===== src/rtl/axi4l_read_master.sv =====
// AXI4-Lite read initiator: accepts byte-offset read requests on a valid/ready
// stream, issues them as AR beats, and returns the R data in issue order on a
// valid/ready response stream. Request credits cover the AR register, the
// fabric and the response FIFO, so R is never back-pressured.
module axi4l_read_master #(
  parameter logic [39:0] BASE_ADDR       = 40'h00_0000_0000,
  parameter int          MAX_OUTSTANDING = 4,
  parameter int          DW              = 64
) (
  input  logic                                   clk,
  input  logic                                   rst,
  // request stream
  input  logic [39:0]                            req_addr,
  input  logic                                   req_valid,
  output logic                                   req_ready,
  // response stream
  output logic [DW-1:0]                          rsp_data,
  output logic                                   rsp_err,
  output logic                                   rsp_valid,
  input  logic                                   rsp_ready,
  // status
  output logic [$clog2(MAX_OUTSTANDING+1)-1:0]   outstanding,
  output logic                                   err_sticky,
  // AXI4-Lite write address channel (unused)
  output logic                                   awvalid,
  output logic [39:0]                            awaddr,
  output logic [2:0]                             awprot,
  input  logic                                   awready,
  // AXI4-Lite write data channel (unused)
  output logic                                   wvalid,
  output logic [DW-1:0]                          wdata,
  output logic [DW/8-1:0]                        wstrb,
  input  logic                                   wready,
  // AXI4-Lite write response channel (unused)
  input  logic                                   bvalid,
  input  logic [1:0]                             bresp,
  output logic                                   bready,
  // AXI4-Lite read address channel
  output logic                                   arvalid,
  output logic [39:0]                            araddr,
  output logic [2:0]                             arprot,
  input  logic                                   arready,
  // AXI4-Lite read data channel
  input  logic                                   rvalid,
  input  logic [DW-1:0]                          rdata,
  input  logic [1:0]                             rresp,
  output logic                                   rready
);

  localparam int              CW       = $clog2(MAX_OUTSTANDING + 1);
  localparam int              PW       = (MAX_OUTSTANDING > 1) ? $clog2(MAX_OUTSTANDING) : 1;
  localparam logic [CW-1:0]   MAX_CNT  = CW'(MAX_OUTSTANDING);
  localparam logic [PW-1:0]   LAST_PTR = PW'(MAX_OUTSTANDING - 1);

  logic          req_fire;
  logic          ar_fire;
  logic          r_fire;
  logic          rsp_fire;

  logic [DW:0]   mem [MAX_OUTSTANDING];  // {err, data}
  logic [PW-1:0] wr_ptr;
  logic [PW-1:0] rd_ptr;
  logic [CW-1:0] fifo_cnt;

  // Write-channel inputs are observed only to keep the port list complete.
  logic unused_write_rsp;
  assign unused_write_rsp = ^{awready, wready, bvalid, bresp};

  // Read-only master: write channels are permanently idle.
  assign awvalid = 1'b0;
  assign awaddr  = '0;
  assign awprot  = '0;
  assign wvalid  = 1'b0;
  assign wdata   = '0;
  assign wstrb   = '0;
  assign bready  = 1'b1;
  assign arprot  = 3'b000;

  // A credit is needed per request, and the AR register must be free or draining.
  assign req_ready = !rst && (outstanding < MAX_CNT) && (!arvalid || arready);
  assign rready    = !rst;

  assign req_fire  = req_valid & req_ready;
  assign ar_fire   = arvalid & arready;
  assign r_fire    = rvalid & rready;
  assign rsp_fire  = rsp_valid & rsp_ready;

  assign rsp_valid = (fifo_cnt != '0);
  assign rsp_err   = mem[rd_ptr][DW];
  assign rsp_data  = mem[rd_ptr][DW-1:0];

  // AR register: loads on request fire, holds until the fabric takes it.
  always_ff @(posedge clk) begin
    // NOTE: state registers use non-blocking assignment so every flop samples
    // the pre-edge value of its inputs regardless of block ordering.
    if (rst) begin
      arvalid <= 1'b0;
      araddr  <= '0;
    end else if (req_fire) begin
      arvalid <= 1'b1;
      araddr  <= BASE_ADDR + req_addr;
    end else if (ar_fire) begin
      arvalid <= 1'b0;
    end
  end

  // Occupancy: requests held anywhere between acceptance and response pop.
  always_ff @(posedge clk) begin
    if (rst) begin
      outstanding <= '0;
    end else if (req_fire && !rsp_fire) begin
      outstanding <= outstanding + 1'b1;
    end else if (rsp_fire && !req_fire) begin
      outstanding <= outstanding - 1'b1;
    end
  end

  // Response FIFO: R beats pushed at the tail, head presented on rsp_*.
  always_ff @(posedge clk) begin
    if (rst) begin
      wr_ptr   <= '0;
      rd_ptr   <= '0;
      fifo_cnt <= '0;
      // NOTE: the storage is reset because the head entry drives rsp_data and
      // rsp_err directly; it is only MAX_OUTSTANDING entries deep.
      for (int i = 0; i < MAX_OUTSTANDING; i++) begin
        mem[i] <= '0;
      end
    end else begin
      if (r_fire) begin
        mem[wr_ptr] <= {(rresp != 2'b00), rdata};
        wr_ptr      <= (wr_ptr == LAST_PTR) ? '0 : wr_ptr + 1'b1;
      end
      if (rsp_fire) begin
        rd_ptr <= (rd_ptr == LAST_PTR) ? '0 : rd_ptr + 1'b1;
      end
      case ({r_fire, rsp_fire})
        2'b10:   fifo_cnt <= fifo_cnt + 1'b1;
        2'b01:   fifo_cnt <= fifo_cnt - 1'b1;
        default: fifo_cnt <= fifo_cnt;
      endcase
    end
  end

  // Sticky error flag: any non-OKAY read response since reset.
  always_ff @(posedge clk) begin
    if (rst) begin
      err_sticky <= 1'b0;
    end else if (r_fire && (rresp != 2'b00)) begin
      err_sticky <= 1'b1;
    end
  end

`ifndef SYNTHESIS
  // The credit scheme reserves a FIFO slot before every AR, so a beat can never meet a full FIFO.
  always_ff @(posedge clk) begin
    if (!rst && r_fire) begin
      assert (fifo_cnt != MAX_CNT);
    end
  end
`endif

endmodule


===== config.mk =====
export PLATFORM = sky130hd
export DESIGN_NAME = axi4l_read_master
export DESIGN_NICKNAME = d
export VERILOG_FILES = /design/src/rtl/axi4l_read_master.sv
export SDC_FILE = /design/constraint.sdc
export NUM_CORES = 1
export LEC_CHECK = 0
export ABC_CLOCK_PERIOD_IN_PS = 3800
export CORE_MARGIN = 2
export CORE_UTILIZATION = 50
export DETAILED_ROUTE_END_ITERATION = 6
export PLACE_DENSITY = 0.92
export SKIP_LAST_GASP = 1
export SLEW_MARGIN = 20
export SYNTH_ARGS = -nofsm -noshare
export SYNTH_HDL_FRONTEND = slang
export SYNTH_SLANG_ARGS = --single-unit

===== constraint.sdc =====
create_clock -name clk -period 3.8 [get_ports clk]
set_input_delay 0.57 -clock clk [delete_from_list [all_inputs] [get_ports clk]]
set_output_delay 0.57 -clock clk [all_outputs]
set_load 0.1 [all_outputs]

---- After elaboration in Yosys (flattened, before gate mapping) ----
Memory sizes are Yosys's and may differ from the RTL's. A register that Yosys moved wholly into a read port is not among the register bits.
Index checks and enable logic that the tools add are counted.
storage, ports and cells
  bits in registers ....................... 52
  bits in writable memories ............... 260
  input bits .............................. 117
  logic and storage cells ................. 56
  memories kept ........................... 1
memory list
  memory  words  width  read ports  clocked after memory_dff  write ports  RTL line  source
  mem     4      65     1           1                         4            60        logic [DW:0] mem [MAX_OUTSTANDING];
operators by class
  $add $sub $neg .......................... 6
  magnitude comparators ................... 1
  eq/ne operators ......................... 4
  muxes and demuxes ....................... 17
  bitwise logic cells ..................... 4
  reductions and logical operators ........ 16
operators by type and width
  cell                   count
  $mux W65               1
  $reduce_or A65 Y1      1
  $mux W2                5
  $mux W1                8
  $reduce_bool A2 Y1     4
  $add A3 B1 Y3 const B  2
  $eq A2 B2 Y1 const B   3
  $mux W3                2
  $pmux W3 S2            1
  $sub A3 B1 Y3 const B  2
  $logic_and A1 B1 Y1    5
  $add A2 B1 Y2 const B  2
  $and A1 B1 Y1          4
  $logic_not A1 Y1       4
  $lt A3 B3 Y1 const B   1
  $reduce_bool A3 Y1     1
  $eq A2 B1 Y1 const B   1
  $logic_or A1 B1 Y1     1

---- Depth between registers and ports, before layout ----
Gate-level depths: netlist of run 1.
  word-level depth ........................ 8
  depth in mapped cells ................... 11

---- Least setup slack after synthesis of run 1 ----
No wires, ideal clock.
  kind .................................... input port to flip-flop
  from .................................... input rst
  to ...................................... memory mem[3][0] (netlist bit), enable pin
  arrival ................................. 3.311 ns
  data required time ...................... 3.103 ns
  setup slack ............................. -0.208 ns
  stages on the path ...................... 4
  path buffers ............................ 2
  cell sequence ........................... buf_6 inv_1 clkbuf_1 nand2_1
RTL lines
  item             RTL line  source
  start, declared  11        input logic rst,
  end, declared    60

==> run metrics, run 1 <==
MaxCap Viol Count=0; post-layout util=0.6105; Port-buffer cells=224; Post-Syn Area=0.01443 mm^2; DR WL/cell=19.80 um; Worst Reg-to-Reg Cells=7; Max Clock Skew=0.01112 ns; pwr/cell area=668.8 mW/mm^2; DRT Pass-1 Iters=4; final instance area=0.01743 mm^2; Setup WS pre-CTS=0.7807 ns; fin crit share=0.7581; Seq cells post-synth=314; clk_lat worst skew=0.52 ns; CTS clk-pin slew, worst paths=0.05 ns; CP max FO=18; Root Driver=clkbuf_16; H-Tree Level Count=2; vias in the first global route=9119; Worst Path Class, Setup=reg2out; fraction of layout cells with a size suffix above 1=0.1759; postcts setup bufs=0; YS warnings=0; Worst Path Arrival=2.31 ns; initial core utilization=0.5055; placed insts=1576; Via-to-Cell Ratio=5.274; Tightest Pin Transition=1.049 ns; die area=0.03023 mm^2; I/O pins=351; Final setup viols=0; DRC Markers=0; number of distinct library cells after synthesis=37; Post-Synthesis Cells=1016; reg2reg end=outstanding[2]$_SDFFE_PP0P_; crit path to=rsp_data[10]; Slew headroom=0.2997; Crit Reg-Reg Startpoint=fifo_cnt[0]$_SDFFE_PP0P_; total gr overflow=0; CTS tree=done; Seq/Total Area, Yosys=0.6160; Non-Filler Instances=1636; die height=173.9 um; worst endpoint required time=3.23 ns; total power=11.66 mW; RSZ-0062 raised after global routing=no; CP startpoint kind=register; post-cts hold buffer count=0; global-route wire length before repair=49490 um; fin worst setup slack=0.9193 ns; Yosys top cell area share=0.5411; largest net degree at the start of global routing=69; Final ANT Viol Nets=0; WHS=0.4598 ns; final wirelength=32390 um; final net count=1351; Site Rows=62; biggest area consumer among synthesized cells=edfxtp_1; initial DRC count=563; Area growth, synth to finish=20.78%; CP Capture Type=output pin; vias=8629; VDD IR-drop max=0.0004982 V; Area after DPL=0.01640 mm^2; Die W=173.9 um; CTS Buffer Depth=3; status=finished, final reports clean; post-DP HPWL=20330 um; PostCTS Resize Cnt=0; syn_area_per_cell=14.20 um^2; FF-to-FF setup slack=1.57 ns; Slew Limit Fails=0; TritonCTS Buffers=34; Tmin final=2.881 ns; final setup TNS=0 ns; CTS Sinks=314; core area=0.02855 mm^2; overall routing resource usage=0.2119; Lkg Pwr=6.929 nW; initial antenna violation count=1; Final GP Congestion=0.7183; Hold WC Path Type=reg2reg; Hold Vio Cnt, Final=0; synth top area cells=edfxtp_1 (54%), mux4_2 (10%), and2_1 (8.3%); maximum clock rate=347.1 MHz
-- cell usage after synthesis, drive strengths merged --
master / count
nand2b: 2
or2: 3
and2: 192
nor3: 2
conb: 2
buf: 149
dfxtp: 54
clkbuf: 43
edfxtp: 260
nor2: 11
ha: 4
fa: 2
o311ai: 40
or3: 4
mux2i: 3
nor4: 1
inv: 50
nor2b: 3
o21ai: 43
o31ai: 1
nand3: 2
mux4: 65
nor3b: 3
xor2: 4
a21oi: 7
nand2: 2
and3: 64
-- layout make-up --
| class | count | area (um^2) |
|---|---|---|
| flip-flops and latches | 314 | 8896 |
| multi-input cells | 579 | 4519 |
| diodes | 1 | 2.502 |
| fillers | 2112 | 11120 |
| clock inverters | 12 | 81.33 |
| repair buffers | 249 | 2317 |
| clock buffers | 47 | 943.4 |
| well taps | 384 | 480.5 |
| inverters | 50 | 187.7 |
-- registers in the layout (all words and copies together), names as in the netlist, named ones only --
register / count
fifo_cnt: 3
rd_ptr: 2
mem: 260
wr_ptr: 2
arvalid: 1
araddr: 40
outstanding: 3
err_sticky: 1
-- worst min path at each step --
stage / from / endpoint / slack (ns) / cells after the start
floorplan: rd_ptr[0]$_SDFFE_PP0P_ / register / 0.46 / 2
global placement: err_sticky$_SDFFE_PP0P_ / err_sticky$_SDFFE_PP0P_ / 0.46 / 2
detailed placement: err_sticky$_SDFFE_PP0P_ / err_sticky$_SDFFE_PP0P_ / 0.46 / 2
CTS: err_sticky$_SDFFE_PP0P_ / err_sticky$_SDFFE_PP0P_ / 0.47 / 2
global route: rd_ptr[0]$_SDFFE_PP0P_ / register / 0.51 / 2
finish: err_sticky$_SDFFE_PP0P_ / err_sticky$_SDFFE_PP0P_ / 0.46 / 2
-- routing by layer --
layer / share of wire / vias up / track usage
met5: 0 / - / 0
li1: - / 3872 / -
met3: 0.083 / 54 / 0.05088
met4: 0.022 / 0 / 0.06303
met2: 0.53 / 387 / 0.3868
met1: 0.36 / 4316 / 0.2476
-- cells by family (layout without fill, tap and decap cells) --
logic type / count (synthesis) / count (layout) / share of synthesized area
compound gates: 91 / 91 / 0.04249
xor+xnor: 4 / 4 / 0.002428
fa+ha+maj: 6 / 6 / 0.006243
buf+inv: 242 / 358 / 0.1039
flops: 314 / 314 / 0.6160
mux: 68 / 68 / 0.1035
other cells: 2 / 122 / 0.0005204
simple gates: 289 / 289 / 0.1249
-- critical path, cell delays in order, from the launching register on --
cell	delay, ns
dfxtp_4	0.59
buf_4	0.39
mux4_2	0.57
buf_4	0.25
-- power breakdown --
group	switching (mW)	internal [mW]	leakage [nW]
Combinational	3.40	1.04	3.28
Sequential	0.175	4.01	3.15
Clock	1.29	1.74	0.502
Total	4.86	6.79	6.93
-- placed cells by master (no fill, tap or decap), types with 2 or more instances in the layout --
cell type and instances:
edfxtp_1 260, and2_1 192, clkdlybuf4s50_1 155, conb_1 121, buf_4 88, mux4_2 65, and3_1 64, dfxtp_1 52
inv_1 49, o311ai_0 40, o21ai_0 39, clkbuf_16 34, nor2_1 11, clkbuf_1 8, a21oi_1 7, buf_12 5
or3_1 4, o21ai_1 4, xor2_1 4, ha_1 4, clkinv_2 4, clkbuf_8 4, or2_4 3, mux2i_1 3
clkinv_1 3, nand3_1 2, nor3b_4 2, nor2b_1 2, fa_1 2, dfxtp_4 2, inv_6 2
(Power assumes the default switching activity.)
==> inputs of run 2 (changes only) <==
ABC_CLOCK_PERIOD_IN_PS = 2800   (was 3800)
clock period = 2.8 ns   (was 3.8 ns; I/O delays follow)
==> run 2 against run 1 <==
  * Final cell count rose by 0.24%
  * First-iteration DRC count up 53%
  * Utilization up 2.5 points
  * Sequential power is 35% higher
  * Hold slack worse by 0.0026 ns
  * Die area stayed put
  * Flip-flop and latch count is the same
  * Wire length up 1.9%
  * Register-to-register slack got worse by 1.0 ns
  * Cell area up 4.1%
  * Sequential share of layout area shrank 2.0 points
  * Clock power grew 50%
  * Critical endpoint is now rsp_data[11]
==> run metrics, run 2 (synthesized netlist as in run 1, its figures left out) <==
status=finished, final reports clean; Worst Reg-to-Reg Cells=7; VDD IR-drop max=0.0007944 V; FF-to-FF setup slack=0.56 ns; CTS Buffer Depth=3; I/O pins=351; Slew headroom=0.2987; largest net degree at the start of global routing=66; Area growth, synth to finish=25.74%; overall routing resource usage=0.2136; Largest register FFs=260; CP max FO=27; clk_lat worst skew=0.51 ns; reg2reg end=outstanding[2]$_SDFFE_PP0P_; initial antenna violation count=2; Slew Limit Fails=0; met2 WL=17480 um; DR WL/cell=20.13 um; Crit Reg-Reg Startpoint=fifo_cnt[0]$_SDFFE_PP0P_; Tmin final=2.622 ns; vias=8763; die height=173.9 um; Port-buffer cells=224; final wirelength=33010 um; post-DP HPWL=20990 um; post-layout util=0.6356; Final ANT Viol Nets=0; CP startpoint kind=register; Via-to-Cell Ratio=5.343; worst endpoint required time=2.38 ns; CTS clk-pin slew, worst paths=0.06 ns; Final GP Congestion=0.7685; max incr delay on CP=0.57 ns; CP cell instances=buf_12 > mux4_2 > buf_4; Lkg Pwr=7.292 nW; hold depth=4; biggest regs=mem (260), araddr (40); Met3 Wirelength=2768 um; Final setup viols=0; vias in the first global route=9041; initial DRC count=860; postcts setup bufs=0; Site Rows=62; H-Tree Level Count=2; most common cell after layout, fill and taps aside=edfxtp_1; CP Capture Type=output pin; MaxCap Viol Count=0; RSZ-0062 raised after global routing=no; total gr overflow=0; global-route wire length before repair=49760 um; Fillers=1989; Min-Delay Endpoint=err_sticky$_SDFFE_PP0P_; Worst Path Arrival=2.20 ns; final net count=1353; slowest cell on the critical path=dfxtp_4; Setup WS pre-CTS=0.2042 ns; fraction of layout cells with a size suffix above 1=0.2143; TritonCTS Buffers=34; DRT Pass-1 Iters=5; Die W=173.9 um; Worst Path Class, Setup=reg2out; Hold WC Path Type=in2reg; Root Driver=clkbuf_16; PostCTS Resize Cnt=0; core area=0.02855 mm^2; initial core utilization=0.5055; pwr/cell area=930.0 mW/mm^2; max layer used=met4; most frequent cells in the layout=edfxtp_1 (260), and2_1 (192), conb_1 (121), clkdlybuf4s50_1 (110), buf_4 (79); maximum clock rate=381.4 MHz; Most flops, register=mem; hold_sp=rvalid; DRC Markers=0; final setup TNS=0 ns; CTS tree=done; Tightest Pin Transition=1.051 ns; Hold Vio Cnt, Final=0; fin crit share=0.9364; M1 WL=11890 um; fin worst setup slack=0.1780 ns; die area=0.03023 mm^2; Max Clock Skew=0.02205 ns; CTS Sinks=314; post-cts hold buffer count=0
run 2: cell types whose count changed in the layout (fill, tap and decap cells not counted), sizes merged:
cell and delta:
buf +47, bufinv +4, clkbuf -7, clkdlybuf4s50 -45, clkinv +7, clkinvlp -1, inv -1
run 2: area by class of cell:
cell class	count	area [um^2]	share of cell area
Clock buffer	40	904.6	0.04986
Antenna cell	1	2.502	0.0001379
Inverter	50	187.7	0.01034
Clock inverter	21	224.0	0.01234
Sequential cell	314	8896	0.4903
Tap cell	384	480.5	0.02648
Multi-Input combinational cell	579	4529	0.2496
Timing Repair Buffer	251	2920	0.1609
run 2: power breakdown:
part / internal, mW / switching [mW]
clock: 2.70 / 1.84
sequential: 5.44 / 0.211
combinational: 1.93 / 4.77
run 2: layer usage:
metal	up-vias	global-route usage
met5	-	0
met4	0	0.07843
met3	65	0.05307
met2	444	0.3875
met1	4375	0.2442
li1	3879	-
run 2: worst max-delay path: cells and delay by family, from the launching register on:
kind | cells | cell delay [ns]
buffers and inverters | 2 | 0.54
flip-flops | 1 | 0.57
multiplexers | 1 | 0.57
run 2: how the worst max path moves through the flow:
stage / to / from / slack [ns] / cells after the start
CTS: rsp_data[11] / register / 0.11 / 3
finish: rsp_data[11] / register / 0.18 / 3
detailed placement: outstanding[2]$_SDFFE_PP0P_ / rst / 0.20 / 10
global route: rsp_data[11] / register / 0.04 / 3
global placement: req_ready / arready / 0.14 / 4
floorplan: req_ready / arvalid$_SDFFE_PP0P_ / 0.08 / 3
run 2: per-stage QoR:
step	cell area (um^2)	power (mW)	instances	hold slack, ns
after floorplan	14890	10.71	1135	0.4582
after global placement	17010	12.36	1578	0.4354
after detailed placement	17010	12.47	1578	0.4456
after CTS	18140	16.98	1639	0.4445
after global routing	18140	17.33	1640	0.4691
final	18140	16.87	1640	0.4571
